[src/rtl/game_tick_scheduler.sv]
`timescale 1ns/1ps
// Purpose : game run-state FSM plus phase-accumulator tick enables (scroll/anim/score), score and speed level.
// Latency : all outputs registered; state changes one edge after the input pulse, ticks one edge after accumulator wrap.
// Backpressure: none; inputs are single-cycle pulses, ticks are one-cycle enables gated to the RUN state.
//
// Ports:
//   clk, rst_n           - system clock, asynchronous active-low reset
//   start, pause, crash  - one-cycle control pulses
//   state                - 00 IDLE, 01 RUN, 10 PAUSED, 11 OVER
//   scroll_tick, anim_tick, score_tick - one-cycle enables
//   level                - speed level (saturates at MAX_LEVEL)
//   score                - binary score (saturates at 0xFFFF)
module game_tick_scheduler #(
  parameter int unsigned CLK_HZ         = 50000000,
  parameter int unsigned SCROLL_BASE_HZ = 100,
  parameter int unsigned SCROLL_STEP_HZ = 20,
  parameter int unsigned ANIM_HZ        = 10,
  parameter int unsigned SCORE_HZ       = 10,
  parameter int unsigned LEVEL_UP_SCORE = 100,
  parameter int unsigned MAX_LEVEL      = 7
) (
  input  logic        clk,
  input  logic        rst_n,
  input  logic        start,
  input  logic        pause,
  input  logic        crash,
  output logic [1:0]  state,
  output logic        scroll_tick,
  output logic        anim_tick,
  output logic        score_tick,
  output logic [3:0]  level,
  output logic [15:0] score
);

  typedef enum logic [1:0] {
    ST_IDLE   = 2'b00,
    ST_RUN    = 2'b01,
    ST_PAUSED = 2'b10,
    ST_OVER   = 2'b11
  } state_e;

  localparam logic [32:0] CLK_W = 33'(CLK_HZ);
  localparam int SUB_W = (LEVEL_UP_SCORE > 1) ? $clog2(LEVEL_UP_SCORE) : 1;

  state_e          state_q, state_d;
  logic            restart;
  logic [31:0]     scroll_acc_q, scroll_acc_d;
  logic [31:0]     anim_acc_q, anim_acc_d;
  logic [31:0]     score_acc_q, score_acc_d;
  logic            scroll_tick_q, scroll_tick_d;
  logic            anim_tick_q, anim_tick_d;
  logic            score_tick_q, score_tick_d;
  logic [3:0]      level_q, level_d;
  logic [15:0]     score_q, score_d;
  logic [SUB_W-1:0] sub_q, sub_d;

  logic [31:0]     scroll_rate;
  logic [32:0]     scroll_step, anim_step, score_step;

  // One accumulate step: bit 32 is the wrap (tick) flag, bits 31:0 the new phase.
  // CLK_HZ + rate fits in 32 bits, so the 33-bit sum never loses a carry.
  function automatic logic [32:0] acc_step(input logic [31:0] acc, input logic [31:0] rate);
    logic [32:0] sum;
    sum = {1'b0, acc} + {1'b0, rate};
    if (sum >= CLK_W) acc_step = {1'b1, sum[31:0] - CLK_W[31:0]};
    else              acc_step = {1'b0, sum[31:0]};
  endfunction

  // Rate uses the registered level, so a level-up takes effect on the following edge.
  assign scroll_rate = 32'(SCROLL_BASE_HZ) + 32'(level_q) * 32'(SCROLL_STEP_HZ);
  assign scroll_step = acc_step(scroll_acc_q, scroll_rate);
  assign anim_step   = acc_step(anim_acc_q, 32'(ANIM_HZ));
  assign score_step  = acc_step(score_acc_q, 32'(SCORE_HZ));

  // Run-state FSM; crash wins over pause in RUN.
  always_comb begin
    state_d = state_q;
    restart = 1'b0;
    case (state_q)
      ST_IDLE:   if (start) begin state_d = ST_RUN; restart = 1'b1; end
      ST_RUN:    if (crash) state_d = ST_OVER;
                 else if (pause) state_d = ST_PAUSED;
      ST_PAUSED: if (pause) state_d = ST_RUN;
      ST_OVER:   if (start) begin state_d = ST_RUN; restart = 1'b1; end
      default:   state_d = ST_IDLE;
    endcase
  end

  always_comb begin
    scroll_acc_d  = scroll_acc_q;
    anim_acc_d    = anim_acc_q;
    score_acc_d   = score_acc_q;
    scroll_tick_d = 1'b0;
    anim_tick_d   = 1'b0;
    score_tick_d  = 1'b0;
    level_d       = level_q;
    score_d       = score_q;
    sub_d         = sub_q;

    if (restart) begin
      scroll_acc_d = '0;
      anim_acc_d   = '0;
      score_acc_d  = '0;
      level_d      = '0;
      score_d      = '0;
      sub_d        = '0;
    end else begin
      if (state_q == ST_RUN) begin
        scroll_acc_d = scroll_step[31:0];
        anim_acc_d   = anim_step[31:0];
        score_acc_d  = score_step[31:0];
        // The phase still advances on the leaving edge, but no tick is shown
        // outside RUN.
        scroll_tick_d = scroll_step[32] && (state_d == ST_RUN);
        anim_tick_d   = anim_step[32]   && (state_d == ST_RUN);
        score_tick_d  = score_step[32]  && (state_d == ST_RUN);
      end
      if (score_tick_q) begin
        if (score_q != 16'hFFFF) score_d = score_q + 16'd1;
        if (sub_q == SUB_W'(LEVEL_UP_SCORE - 1)) begin
          sub_d = '0;
          if (level_q < 4'(MAX_LEVEL)) level_d = level_q + 4'd1;
        end else begin
          sub_d = sub_q + SUB_W'(1);
        end
      end
    end
  end

  always_ff @(posedge clk or negedge rst_n) begin
    if (!rst_n) begin
      state_q       <= ST_IDLE;
      scroll_acc_q  <= '0;
      anim_acc_q    <= '0;
      score_acc_q   <= '0;
      scroll_tick_q <= 1'b0;
      anim_tick_q   <= 1'b0;
      score_tick_q  <= 1'b0;
      level_q       <= '0;
      score_q       <= '0;
      sub_q         <= '0;
    end else begin
      state_q       <= state_d;
      scroll_acc_q  <= scroll_acc_d;
      anim_acc_q    <= anim_acc_d;
      score_acc_q   <= score_acc_d;
      scroll_tick_q <= scroll_tick_d;
      anim_tick_q   <= anim_tick_d;
      score_tick_q  <= score_tick_d;
      level_q       <= level_d;
      score_q       <= score_d;
      sub_q         <= sub_d;
    end
  end

  assign state       = state_q;
  assign scroll_tick = scroll_tick_q;
  assign anim_tick   = anim_tick_q;
  assign score_tick  = score_tick_q;
  assign level       = level_q;
  assign score       = score_q;

endmodule
[config.mk]
export PLATFORM = sky130hd
export DESIGN_NAME = game_tick_scheduler
export DESIGN_NICKNAME = d
export VERILOG_FILES = /design/src/rtl/game_tick_scheduler.sv
export SDC_FILE = /design/constraint.sdc
export NUM_CORES = 1
export LEC_CHECK = 0
export BUFFER_PORTS_ARGS = -buffer_cell sky130_fd_sc_hd__buf_2
export CORE_MARGIN = 2
export CORE_UTILIZATION = 55
export DETAILED_ROUTE_END_ITERATION = 6
export PLACE_DENSITY_LB_ADDON = 0.15
export SLEW_MARGIN = 0
export SYNTH_ARGS = -nofsm -noshare
export SYNTH_HDL_FRONTEND = slang
export SYNTH_SLANG_ARGS = --single-unit
[constraint.sdc]
create_clock -name clk -period 4.5 [get_ports clk]
set_input_delay 0.45 -clock clk [delete_from_list [all_inputs] [get_ports clk]]
set_output_delay 0.45 -clock clk [all_outputs]
set_load 0.02 [all_outputs]
# Yosys cells after proc, flatten, opt, wreduce, memory -nomap -nowiden
# Cells that the tools add are included.
# totals
wordCells,75
output_inout_bits,25
regBits,128
mem_bits_ro,0
input_bits,5
mem_count,0
ram_bits,0
latchBits,0
# classes
n_shift,0
eq_ne,6
reduce_logical,12
bitwise_logic,0
n_lt_le_gt_ge,4
muxes,32
mul,1
n_addsub,10
div,0
# op_table
op,n
2-to-1 mux 32 bit,6
greater-or-equal comparator 33 x 26 -> 1 bit (second input constant),3
2-to-1 mux 33 bit,3
subtractor 32 x 26 -> 32 bit (second input constant),3
adder 32 x 4 -> 33 bit (second input constant),2
2-to-1 mux 16 bit,3
adder 32 x 10 -> 33 bit,1
2-to-1 mux 7 bit,3
adder 16 x 1 -> 16 bit (second input constant),1
2-to-1 mux 4 bit,4
inequality test 16 bit (second input constant),1
adder 7 x 9 -> 10 bit (first input constant),1
nonzero test 2 bit,5
2-to-1 mux 1 bit,8
2-to-1 mux 2 bit,4
adder 7 x 1 -> 7 bit (second input constant),1
equality test 7 bit (second input constant),1
multiplier 4 x 3 -> 7 bit (second input constant),1
case mux 2 bit (3 select lines),1
adder 4 x 1 -> 4 bit (second input constant),1
equality test 2 x 1 -> 1 bit (second input constant),2
equality test 2 bit (second input constant),2
< comparator 4 x 3 -> 1 bit (second input constant),1
logical AND 1 bit,3
other kinds (4),4

# Longest topological paths before layout
# depth
word_depth,8
ltp_mapped,20

# Least setup slack after synthesis
# Ideal clock, no wire load.
# synth_timing
kind,reg-to-reg
startpoint,register level_q[1] (netlist: level[1])
endpoint,register scroll_acc_q[17]
setup_time_ns,0.079
path_stages_with_launch,20
n_path_buf,2
synth_period_minus_slack_ns,4.854
slack_ns,-0.354
arrival_ns,4.774
cell_sequence,dfrtp_1 -> ha_1 -> ha_1 -> fa_1 -> inv_1 -> ha_1 -> inv_1 -> ha_1 -> o211ai_1 -> a21oi_1 -> o31ai_2 -> buf_2 -> a21oi_1 -> o32ai_2 -> nand3_1 -> o31a_2 -> buf_6 -> a32oi_1 -> mux2i_1 -> mux2i_1
# synth_via
elab_chain_len,7
elab_cells_between_ends,8
classes_between,add/sub (3); mul (1); order compare (1); mux (3)
# synth_rtl
item,line,source
"start, declared",53,"logic [3:0] level_q, level_d;"
"start signal, assigned",150,level_q <= level_d;
multiplier 4 x 3 -> 7 bit *,70,assign scroll_rate = 32'(SCROLL_BASE_HZ) + 32'(level_q) * 32'(SCROLL_STEP_HZ);
adder 7 x 9 -> 10 bit *,70,
adder 32 x 10 -> 33 bit *,64,"sum = {1'b0, acc} + {1'b0, rate};"
subtractor 32 x 26 -> 32 bit or greater-or-equal comparator 33 x 26 -> 1 bit (tied branches),65,"if (sum >= CLK_W) acc_step = {1'b1, sum[31:0] - CLK_W[31:0]};"
2-to-1 mux 33 bit *,65,
2-to-1 mux 32 bit *,108,if (state_q == ST_RUN) begin
2-to-1 mux 32 bit *,100,if (restart) begin
"end signal, assigned",144,scroll_acc_q <= scroll_acc_d;
"end, declared",47,"logic [31:0] scroll_acc_q, scroll_acc_d;"
# Every way passes the cells marked *; elsewhere a longest branch is shown, timed or not. The select of a mux whose other input is x is not followed.
# A chain may end at the register's enable or synchronous reset.

# Worst setup path after layout
# layout_timing
startpoint,register level_q[3] (netlist: level[3])
endpoint,register scroll_acc_q[12]
# Same word-level chain as after synthesis.

==> results.md <==
* Post-synth top flop: dfrtp_1
* Finished Cell Area at 13800 um^2
* Fmax at 213 MHz
* Worst reg2reg path startpoint: level[3]
* Nets at 1557
* Clock Path Buffers at 2
* Top cells by count, synth: nor2_1 (148), nand2_1 (139), dfrtp_1 (124)
* DR vias at 11800
* Synthesized cell area at 11600 um^2
* Critical Path AT at 4970 ps
* Tcrit/Tclk final at 104%
* Slew Viols, Final at 0
* I/O pin cnt at 30
* Crit Path Category: reg -> reg
* Fin. Hold Viols at 0
* Crit end category: flop
* Final WL at 33300 um
* #FFs+latches synth at 124
* FILL cells at 1726
* RSZ-0062 raised after global routing: true
* Post-DP HPWL at 21700 um
* Initial Util at 55.7%
* Antenna viol nets, final at 0
* R2R depth at 19
* Synth Instances at 1461
* H-tree depth at 4
* Die Y at 149 um
* Placed cell area at 12500 um^2
* Final GP Congestion at 0.917
* FP Rows at 53
* Buffers on Ports at 29
* Status: finished, violations left
* Final hold slack at 40.5 ps
* Area Overhead vs Synth at 19.1%
* CP required at 4780 ps
* Crit path launch type: flop
* Die area at 22200 um^2
* Worst r2r dst: scroll_acc_q[12]
* Synth Warn # at 0
* Failing checks: setup timing
* CORE AREA at 20800 um^2
* Area contributors post-synth: dfrtp_1 (27%), nor2_1 (4.8%), nand2_1 (4.5%), mux2i_1 (4.5%), xnor2_1 (3.6%)
* Gr ovfl total at 0
* Share of cells above drive strength 1 at 21.7%
* Count of maximum capacitance violations at 0
* Pwr/cell area at 622 nW/um^2
* Die Wd at 149 um
* Root Driver: clkbuf_16
* Most common cell in the netlist: nor2_1
* Clk sink count at 124
* Leak pwr at 0.00561 uW
* # setup viols final at 22
* Relative slew slack at 43.4%
* Flip-flop and latch area at 3110 um^2
* Latest clock arrival within the worst-skew pair at 440 ps
* Ys async rst share at 100%
* CTS buffer count at 17
* Reg2Reg Setup Slack at -200 ps
* Largest net degree at the start of global routing at 88
* Peak VDD IR at 0.375 mV
* Sequential area share after synthesis at 26.8%
* DR DRC count at 0
* Drt pass-1 iters at 6
* Clock-pin slew on the worst setup and hold paths at 80 ps
* Final WS setup at -198 ps
* Initial antenna violation count at 0
* Via-to-Cell Ratio at 6.51
* Core Util, Final at 66.3%
* Synth top area share at 26.8%
* CTS tree: yes
* Hold Path Class: in -> async
* Vias in the first global route at 11000
* Yosys cell types at 104
* Post-synth top area cell: dfrtp_1
* Initial DRC count at 946
* Hold_buf cts at 0
* TNS Setup at -1700 ps
* Period minus WS final at 4700 ps
* Mapped Avg Cell Area at 7.93 um^2
* Multi-input gate area at 8500 um^2
* Critical path peak fanout at 6
* N_diodes at 0
* EDFF count, synth at 0
* Slew @ Worst Pin at 849 ps
* Max Clock Skew at 15.6 ps
* First-pass GRT wire length at 54400 um
* Gr usage total at 29.8%
* Syn nets at 1497
* Post-detailed-route wirelength per cell at 18.4 um
==> state kept, by name (all words and copies together), names as in the netlist, 2 cells and up <==
signal / cells
level: 4
sub_q: 7
state: 2
anim_acc_q: 31
scroll_acc_q: 30
score: 16
score_acc_q: 31
==> per-layer routing <==
layer  global-route usage (%)  vias up  share of wire, %
li1                         -     5568                 -
met1                     40.3     5645                43
met2                     48.1      478                47
met3                     5.50       85               7.1
met4                     10.7        0               2.4
met5                        0        -                 0
==> how the worst max path moves through the flow <==
stage	end	slack, ps	cells after the start	from
floorplan	scroll_acc_q[17]	1	18	level[1]
global placement	scroll_acc_q[19]	-180	18	level[1]
detailed placement	scroll_acc_q[19]	-300	18	level[1]
CTS	scroll_acc_q[25]	-80	19	level[3]
global route	scroll_acc_q[12]	-350	19	level[3]
finish	scroll_acc_q[12]	-200	19	level[3]
==> power by group <==
part	internal, uW	total [uW]	switching (uW)
Sequential	1450	2020	575
Clock	792	1440	645
Combinational	2170	5120	2960
==> cell usage in the layout (no fill, tap or decap), types with 7 or more instances in the layout <==
cell,count
nor2_1,145
nand2_1,138
dfrtp_1,120
buf_4,99
a21oi_1,77
nand3_1,61
mux2i_1,52
o21ai_0,51
xnor2_1,45
inv_1,42
nor3_1,39
nand2b_1,37
nand4_1,36
xor2_1,32
buf_2,28
and3_1,27
or3_1,20
ha_1,20
a211oi_1,18
o211ai_1,17
clkbuf_16,17
a21o_1,16
a31oi_1,16
buf_6,15
nor4_1,14
o21a_1,13
a31o_2,13
or2_2,12
and4_1,11
o31ai_1,11
nor3_2,10
or4_1,9
a31oi_4,8
and2_1,7
nand4b_1,7
o22ai_1,7
nand3_2,7
o211a_1,7
o21ai_1,7
o31a_1,7
==> critical path: stages, from the launching register on <==
cell and delay (ps):
dfrtp_2 420, ha_4 250, ha_4 160, fa_2 530, inv_2 40, ha_4 250, inv_2 40, ha_4 270
o211ai_1 130, a21o_2 300, a2111oi_4 320, a41oi_2 90, o32ai_2 340, nand3_2 190, buf_6 180, a211oi_4 380
buf_6 180, o31a_1 210, o21ai_1 90, nor4b_2 160
==> final cells by class <==
class                      instances  share of cell area, %
clock buffer                      17                   3.08
clock inverter                    15                   1.22
tap                              275                   2.49
multi-input combinational       1189                   61.6
inverter                          45                   1.22
sequential                       124                   22.5
timing repair buffer             144                   7.91
==> cell families (layout without fill, tap and decap cells) <==
logic type / Yosys count / in the layout / share of synthesized area [%]
AOI/OAI and AO/OA: 382 / 383 / 23.9
xor gates and xnor gates: 81 / 81 / 6.19
buffers and inverters: 149 / 221 / 5.60
muxes: 55 / 55 / 4.78
adders and majority gates: 31 / 31 / 3.48
and+or+nand+nor: 639 / 639 / 29.3
DFF: 124 / 124 / 26.8
==> stage by stage <==
stage                     total power [uW]  std cells  worst slack, ps
after floorplan                       5310       1461             1.14
after global placement                6360       1756             -183
after detailed placement              6500       1756             -303
after CTS                             8310       1801            -76.6
after global routing                  9170       1809             -352
final                                 8580       1809             -198
==> repair_timing <==
| action | 4_1_cts | 5_1_grt |
|---|---|---|
| setup endpoints to repair | 25 | 26 |
| hold endpoints to repair | 0 | 0 |
| setup buffers | 11 | 10 |
| gates resized for setup | 52 | 50 |
| gates cloned | 2 | 0 |
| pin swaps | 33 | 29 |
Note: power is estimated with default switching activity, not from simulation.
